## src/rtl/frame_deserializer.sv

```systemverilog
// Frame deserializer: hunts for a sync word, reads a length header, then
// deserializes payload bytes MSB first onto a valid/ready byte interface.
// Optional CRC-8 trailer check enabled by defining FRAME_DESER_CRC8_EN.
module frame_deserializer #(
  parameter logic [15:0] SYNC_WORD    = 16'hD391,
  parameter int unsigned SYNC_LEN     = 16,
  parameter int unsigned SYNC_TIMEOUT = 64
) (
  input  logic       clk,
  input  logic       rst,
  input  logic       start_i,
  input  logic       bit_i,
  input  logic       bit_valid_i,
  output logic [7:0] byte_o,
  output logic       byte_valid_o,
  input  logic       byte_ready_i,
  output logic [7:0] len_o,
  output logic       frame_start_o,
  output logic       frame_end_o,
  output logic       timeout_o,
  output logic       overrun_o,
`ifdef FRAME_DESER_CRC8_EN
  output logic       crc_ok_o,
  output logic       crc_err_o,
`endif
  output logic       busy_o
);

  localparam logic [16:0] SYNC_MASK_W = (17'd1 << SYNC_LEN) - 17'd1;
  localparam logic [15:0] SYNC_MASK   = SYNC_MASK_W[15:0];
  localparam logic [8:0]  SYNC_LEN_W  = 9'(SYNC_LEN);
  localparam logic [8:0]  SYNC_TO_W   = 9'(SYNC_TIMEOUT);

`ifdef FRAME_DESER_CRC8_EN
  typedef enum logic [2:0] {IDLE, SYNC, HEADER, PAYLOAD, CRC} state_t;
`else
  typedef enum logic [1:0] {IDLE, SYNC, HEADER, PAYLOAD} state_t;
`endif

  state_t      state;
  logic        start_q;
  logic [14:0] sync_sr;
  logic [7:0]  sync_cnt;
  logic [2:0]  bit_cnt;
  logic [6:0]  shreg;
  logic [7:0]  remaining;

  logic        rise;
  logic [15:0] sync_shift;
  logic [8:0]  sync_cnt_nx;
  logic        sync_hit;
  logic [7:0]  byte_nx;
  logic        new_byte;

  assign rise        = start_i & ~start_q;
  assign sync_shift  = {sync_sr, bit_i};
  assign sync_cnt_nx = {1'b0, sync_cnt} + 9'd1;
  assign sync_hit    = (sync_cnt_nx >= SYNC_LEN_W) &&
                       ((sync_shift & SYNC_MASK) == (SYNC_WORD & SYNC_MASK));
  assign byte_nx     = {shreg, bit_i};
  assign new_byte    = bit_valid_i && (state == PAYLOAD) && (bit_cnt == 3'd7);

`ifdef FRAME_DESER_CRC8_EN
  logic [7:0] crc;
  logic [7:0] crc_nx;
  // Bit-serial CRC-8, poly 0x07, MSB first
  assign crc_nx = {crc[6:0], 1'b0} ^ ((crc[7] ^ bit_i) ? 8'h07 : 8'h00);
`endif

  always_ff @(posedge clk or posedge rst) begin
    if (rst) begin
      state         <= IDLE;
      start_q       <= 1'b0;
      sync_sr       <= '0;
      sync_cnt      <= '0;
      bit_cnt       <= '0;
      shreg         <= '0;
      remaining     <= '0;
      byte_o        <= '0;
      byte_valid_o  <= 1'b0;
      len_o         <= '0;
      frame_start_o <= 1'b0;
      frame_end_o   <= 1'b0;
      timeout_o     <= 1'b0;
      overrun_o     <= 1'b0;
      busy_o        <= 1'b0;
`ifdef FRAME_DESER_CRC8_EN
      crc           <= '0;
      crc_ok_o      <= 1'b0;
      crc_err_o     <= 1'b0;
`endif
    end else begin
      start_q       <= start_i;
      frame_start_o <= 1'b0;
      frame_end_o   <= 1'b0;
      timeout_o     <= 1'b0;
`ifdef FRAME_DESER_CRC8_EN
      crc_ok_o      <= 1'b0;
      crc_err_o     <= 1'b0;
`endif

      // Output register: a new byte lands only if the slot is free or drains now
      if (new_byte) begin
        if (!byte_valid_o || byte_ready_i) begin
          byte_o       <= byte_nx;
          byte_valid_o <= 1'b1;
        end else begin
          overrun_o <= 1'b1;
        end
      end else if (byte_valid_o && byte_ready_i) begin
        byte_valid_o <= 1'b0;
      end

      case (state)
        IDLE: begin
          if (rise) begin
            state    <= SYNC;
            busy_o   <= 1'b1;
            sync_sr  <= '0;
            sync_cnt <= '0;
            bit_cnt  <= '0;
            shreg    <= '0;
`ifdef FRAME_DESER_CRC8_EN
            crc      <= '0;
`endif
          end
        end

        SYNC: begin
          if (bit_valid_i) begin
            sync_sr  <= sync_shift[14:0];
            sync_cnt <= sync_cnt_nx[7:0];
            if (sync_hit) begin
              state <= HEADER;
            end else if (sync_cnt_nx == SYNC_TO_W) begin
              timeout_o <= 1'b1;
              state     <= IDLE;
              busy_o    <= 1'b0;
            end
          end
        end

        HEADER: begin
          if (bit_valid_i) begin
            shreg   <= byte_nx[6:0];
            bit_cnt <= bit_cnt + 3'd1;
`ifdef FRAME_DESER_CRC8_EN
            crc     <= crc_nx;
`endif
            if (bit_cnt == 3'd7) begin
              len_o     <= byte_nx;
              remaining <= byte_nx;
              if (byte_nx == 8'd0) begin
`ifdef FRAME_DESER_CRC8_EN
                state <= CRC;
`else
                frame_end_o <= 1'b1;
                state       <= IDLE;
                busy_o      <= 1'b0;
`endif
              end else begin
                frame_start_o <= 1'b1;
                overrun_o     <= 1'b0;
                state         <= PAYLOAD;
              end
            end
          end
        end

        PAYLOAD: begin
          if (bit_valid_i) begin
            shreg   <= byte_nx[6:0];
            bit_cnt <= bit_cnt + 3'd1;
`ifdef FRAME_DESER_CRC8_EN
            crc     <= crc_nx;
`endif
            if (bit_cnt == 3'd7) begin
              remaining <= remaining - 8'd1;
              if (remaining == 8'd1) begin
`ifdef FRAME_DESER_CRC8_EN
                state <= CRC;
`else
                frame_end_o <= 1'b1;
                state       <= IDLE;
                busy_o      <= 1'b0;
`endif
              end
            end
          end
        end

`ifdef FRAME_DESER_CRC8_EN
        // Trailer byte is compared against the running CRC, never forwarded
        CRC: begin
          if (bit_valid_i) begin
            shreg   <= byte_nx[6:0];
            bit_cnt <= bit_cnt + 3'd1;
            if (bit_cnt == 3'd7) begin
              frame_end_o <= 1'b1;
              crc_ok_o    <= (byte_nx == crc);
              crc_err_o   <= (byte_nx != crc);
              state       <= IDLE;
              busy_o      <= 1'b0;
            end
          end
        end
`endif

        default: begin
          state  <= IDLE;
          busy_o <= 1'b0;
        end
      endcase
    end
  end

endmodule

```

## config.mk

```make
export PLATFORM = sky130hd
export DESIGN_NAME = frame_deserializer
export DESIGN_NICKNAME = d
export VERILOG_FILES = /design/src/rtl/frame_deserializer.sv
export SDC_FILE = /design/constraint.sdc
export NUM_CORES = 1
export LEC_CHECK = 0
export ABC_AREA = 1
export BUFFER_PORTS_ARGS = -buffer_cell sky130_fd_sc_hd__buf_2
export CORE_ASPECT_RATIO = 1.5
export CORE_MARGIN = 8
export CORE_UTILIZATION = 45
export DETAILED_ROUTE_END_ITERATION = 12
export PLACE_DENSITY = 0.68
export SLEW_MARGIN = 0
export SYNTH_ARGS = -nofsm -noshare
export SYNTH_HDL_FRONTEND = slang
export SYNTH_SLANG_ARGS = --single-unit
```

## constraint.sdc

```tcl
create_clock -name clk -period 2 [get_ports clk]
set_input_delay 0.3 -clock clk [delete_from_list [all_inputs] [get_ports clk]]
set_output_delay 0.3 -clock clk [all_outputs]
set_load 0.005 [all_outputs]
```

; Yosys cells after proc, flatten, opt, wreduce, memory -nomap -nowiden
; Cells that the tools add are included.
[word_totals]
register_bits = 66
inputBits = 6
output_inout_bits = 22
elab_cells = 125
[op_classes]
add_sub_neg = 3
n_lt_le_gt_ge = 1
eq_ne = 20
muxes = 63
bitwise = 2
n_reduce_logical = 21
[ops]
columns = op, count
row1 = 2-to-1 mux 8 bit, 6
row2 = 2-to-1 mux 1 bit, 33
row3 = case mux 8 bit (2 select lines), 2
row4 = 2-to-1 mux 15 bit, 2
row5 = case mux 15 bit (2 select lines), 1
row6 = 2-to-1 mux 2 bit, 10
row7 = "equality test 16 bit, second input constant", 1
row8 = "!= test 2 bit, second input constant", 8
row9 = 2-to-1 mux 7 bit, 2
row10 = case mux 7 bit (2 select lines), 1
row11 = AND reduction 10 bit, 1
row12 = "adder 8 x 1 -> 9 bit, second input constant", 1
row13 = "equality test 9 x 7 -> 1 bit, second input constant", 1
row14 = "greater-or-equal comparator 9 x 5 -> 1 bit, second input constant", 1
row15 = AND reduction 3 bit, 3
row16 = "equality test 8 x 1 -> 1 bit, second input constant", 1
row17 = zero test 8 bit, 1
row18 = "!= test 2 x 1 -> 1 bit, second input constant", 4
row19 = case mux 2 bit (4 select lines), 1
row20 = AND reduction 8 bit, 1
row21 = nonzero test 2 bit, 4
row22 = "subtractor 8 x 1 -> 8 bit, second input constant", 1
row23 = 2-to-1 mux 3 bit, 2
row24 = case mux 3 bit (2 select lines), 1
row25 = other kinds (16), 21

; Logic depth before layout (Yosys ltp)
[depth]
word_depth = 8
mapped_depth = 13
depth_no_buf = 12

; Least setup slack after synthesis
; No wires, ideal clock.
[synth_timing]
kind = register -> register
start = register bit_cnt[0]
end = register byte_o[5]
setup_ns = 0.120
arrival_ns = 1.403
required_ns = 1.880
slack_ns = 0.477
path_stages_with_launch = 11
n_path_buf = 1
period_less_slack_ns = 1.523
cell_sequence = dfrtp_1 > ha_1 > ha_1 > nand2_1 > nor2_4 > inv_2 > nor2_2 > nand2_2 > buf_6 > nand2_1 > o21ai_2
[synth_between]
elab_chain_len = 3
[synth_lines]
columns = item, line
row1 = from (decl), 44  ; logic [2:0] bit_cnt;
row2 = from (signal assigned), 146  ; bit_cnt <= bit_cnt + 3'd1;
row3 = from (signal assigned), 173  ; bit_cnt <= bit_cnt + 3'd1;
row4 = equality test 3 bit, 61  ; assign new_byte = bit_valid_i && (state == PAYLOAD) && (bit_cnt == 3'd7);
row5 = logical AND 1 bit, 61
row6 = AND reduction 2 bit (no line), --
row7 = to (signal assigned), 105  ; byte_o <= byte_nx;
row8 = to (decl), 14  ; output logic [7:0] byte_o,
; Every way passes these cells.
; A chain may end at the register's enable or synchronous reset.

; Final worst setup path
[layout_timing]
start = register sync_cnt[0]
end = register state[1]
[layout_between]
elab_chain_len = 6
elab_cells_between_ends = 9
cone_classes = 1 x add/sub / 1 x order compare / 2 x eq/ne / 3 x mux / 2 x reduce/logical
[layout_lines]
columns = item, line
row1 = from (decl), 43  ; logic [7:0] sync_cnt;
row2 = from (signal assigned), 132  ; sync_cnt <= sync_cnt_nx[7:0];
row3 = adder 8 x 1 -> 9 bit (*), 57  ; assign sync_cnt_nx = {1'b0, sync_cnt} + 9'd1;
row4 = greater-or-equal comparator 9 x 5 -> 1 bit, 58  ; assign sync_hit = (sync_cnt_nx >= SYNC_LEN_W) &&
row5 = logical AND 1 bit, 58
row6 = 2-to-1 mux 2 bit, 133  ; if (sync_hit) begin
row7 = 2-to-1 mux 2 bit, 130  ; if (bit_valid_i) begin
row8 = case mux 2 bit (4 select lines), 114  ; case (state)
row9 = to (signal assigned), 117  ; state <= SYNC;
row10 = to (signal assigned), 134  ; state <= HEADER;
row11 = to (signal assigned), 137  ; state <= IDLE;
row12 = to (decl), 40  ; state_t state;
; Every way passes the cells marked *; elsewhere a longest branch is shown, timed or not. The select of a mux whose other input is x is not followed.

==> run summary <==
Hold buffers post-CTS: 0
Register bit total from synthesis: 66
Post-synthesis area per instance: 8.67 um^2
VDD IR-drop max: 0.475 mV
Final setup margin: 0.202 ns
Prevailing post-synth register cell: dfrtp_1
Placeable Area: 0.00713 mm^2
Pint: 0.00241 W
Initial antenna violation count: 0
Post-DP HPWL: 5150 um
Worst R2R Start: sync_cnt[0]$_DFFE_PP0P_
DIE AREA: 0.0103 mm^2
Vias: 2,631
Fin nets: 421
Metal2 WL: 3800 um
Nature of the critical path endpoint: flop
GRT Total Usage: 14.6%
Final Setup Violations: 0
Dpl ws: 0.162 ns
Fraction of power spent switching nets: 30.3%
Status: finished, final reports clean
Die height: 120 um
First-pass GRT wire length: 12,000 um
Clock share of power: 39.5%
WP data required: 2.24 ns
Most frequent cell on the critical path: nand2_1
CTS Buf Count: 9
Synth area leader: dfrtp_1
Cell leakage power: 1.83 nW
Synth async-reset ratio: 100%
Total power: 0.00346 W
Post-synth net total: 387
Largest cells by area after synthesis: dfrtp_1 51%, nand2_1 8.1%, nand3_1 5.8%, inv_1 5.1%, o21ai_0 4.9%
Sink Count: 66
R2R Setup Slk: 0.20 ns
Synthesis-to-finish area growth: 14.3%
Max layer used: met4
Fin crit share: 89.9%
# resized after CTS: 0
Top cells by count, synth: 70 x nand2_1, 66 x dfrtp_1, 44 x inv_1
Sequential Power Share: 43.7%
Total inserted antenna cells: 0
Vias/cell: 5.33
Postcts setup bufs: 0
Worst-Skew Late Latency: 0.35 ns
Placer Congestion: 0.808
Clk pin slew, worst setup/hold paths: 0.08 ns
Final Max Tran Viols: 0
WL met1: 2930 um
Min Clock Period, post-route: 1.80 ns
RSZ-0062 raised after global routing: false
Row count: 38
Deepest clock path buffer count: 2
EDFF count, synth: 0
Ratio of cells with drive above 1 in the final layout: 21.0%
CTS tree: done
Comb power frac: 16.8%
Port buffer count: 27
Clock skew: 0.0183 ns
Width of the die: 85.5 um
R2R depth: 11
Worst-path cell chain: ha_1 > nand2_1 > inv_1 > nand3_1 > clkinv_1 > nor2_1 > nand2_1 > nand2_2 > nand2_2 > nand3_1 > nand2_1
Sequential fraction of the synthesis area: 50.7%
Max incr delay on CP: 0.44 ns
Drt initial violations: 119
Wirelength, routed: 7110 um
Setup CP Type: reg -> reg
I/O pin cnt: 28
Fmax: 556 MHz
P_sw: 0.00105 W
Placed instance count: 479
CTS H-Tree Depth: 3
Metal3 WL: 220 um
Worst-margin pin slew: 0.391 ns
Mapped Cells: 376
WP data arrival: 2.04 ns
HP Class: in -> async
Vias in the first global route: 2,633
Ys Warns: 0
Most common cell in the netlist: nand2_1
DR DRC count: 0
Setup TNS: 0 ns
Crit start category: flop
Starting Density: 45.7%
Initial DRT Pass Iterations: 6
Critical R2R Capture: state[1]$_DFFE_PP0P_
CP Max Fanout: 6
Final hold vios: 0
Avg WL per Cell: 14.4 um
Yosys top cell area share: 50.7%
Crit path max-delay cell type: dfrtp_1
Root Driver: clkbuf_8
Slew HR: 73.9%
ANT nets after route: 0
Post-synthesis cell type count: 33
Max cap viols: 0
PD cells: 929 mW/mm^2
Post-route insts no fill: 494
Netlist Area Pre-Place: 0.00326 mm^2
Grt ovf: 0
Pin count of the biggest net entering global routing: 67
-- sequential cells by signal (all words and copies together), names as in the netlist, 2 cells and up --
signal     flops
sync_sr       15
byte_o         8
len_o          8
remaining      8
sync_cnt       8
shreg          7
bit_cnt        3
state          2
-- how the worst max path moves through the flow --
stage                     depth (start not counted)  slack (ns)               startpoint                      to
after global placement                            9        0.23   bit_cnt[0]$_DFFE_PP0P_   byte_o[0]$_DFFE_PP0P_
after CTS                                         9        0.16   bit_cnt[0]$_DFFE_PP0P_   byte_o[2]$_DFFE_PP0P_
after global routing                             11        0.02  sync_cnt[0]$_DFFE_PP0P_      busy_o$_DFFE_PP0P_
final                                            11        0.20  sync_cnt[0]$_DFFE_PP0P_    state[1]$_DFFE_PP0P_
after detailed placement                          9        0.16   bit_cnt[0]$_DFFE_PP0P_   byte_o[0]$_DFFE_PP0P_
after floorplan                                   1        0.05                      rst  bit_cnt[0]$_DFFE_PP0P_
-- cell usage in the layout, fill, tap and decap left out, types with 3 or more instances in the layout --
master	n
o21ai_1	13
inv_2	6
buf_4	7
inv_1	43
nand2_1	70
nor2_2	4
clkbuf_8	9
o21ai_0	32
ha_1	5
o22ai_1	5
o31ai_1	5
nand2_2	8
nor2_1	19
nand4_1	8
nor2_4	4
nand3_1	38
a21oi_1	12
buf_2	27
o21ai_2	8
dfrtp_1	66
bufinv_16	3
-- worst max-delay path, delay by kind of cell, from the launching register on --
family / cells / cell delay (ns)
simple gates: 8 / 0.82
buf+inv: 2 / 0.15
flops: 1 / 0.44
fa+ha+maj: 1 / 0.28
-- cell type report --
| cell class | count | area [um^2] |
|---|---|---|
| fill | 651 | 3410 |
| clock inverter | 6 | 114 |
| multi-input combinational | 247 | 1330 |
| clock buffer | 9 | 124 |
| sequential | 66 | 1650 |
| inverter | 51 | 194 |
| timing repair buffer | 35 | 208 |
| tap | 80 | 100 |
-- metrics by stage --
stage / cell area (um^2) / hold WS [ns] / util (%)
global route: 3720 / 0.0396 / 52.2
detailed placement: 3480 / 0.408 / 48.8
finish: 3720 / 0.00948 / 52.2
CTS: 3720 / 0.0281 / 52.1
global placement: 3480 / 0.398 / 48.8
floorplan: 3260 / 0.331 / -
-- metal layers --
metal / global-route usage (%) / up-vias
met2: 26.4 / 37
met4: 6.50 / 0
met5: 0 / -
met1: 15.6 / 1274
li1: - / 1305
met3: 3.26 / 15
-- cells by family (layout without fill, tap and decap cells) --
family,count (synthesis),after routing,synth area share [%]
AND/OR/NAND/NOR,161,161,24.3
AO/OA/AOI/OAI,79,79,14.0
flip-flops,66,66,50.7
buffers and inverters,63,101,8.56
adder cells (fa/ha/maj),5,5,1.92
XOR/XNOR,2,2,0.538
-- power groups by stage --
stage	Combinational, W	Sequential (W)	Clock (W)
final	0.000581	0.00151	0.00136
after global routing	0.000655	0.00152	0.00143
after CTS	0.000587	0.00151	0.00138
after detailed placement	0.000587	0.00154	0
after global placement	0.000577	0.00153	0
after floorplan	0.000507	0.00149	0
Note: power is estimated with default switching activity, not from simulation.
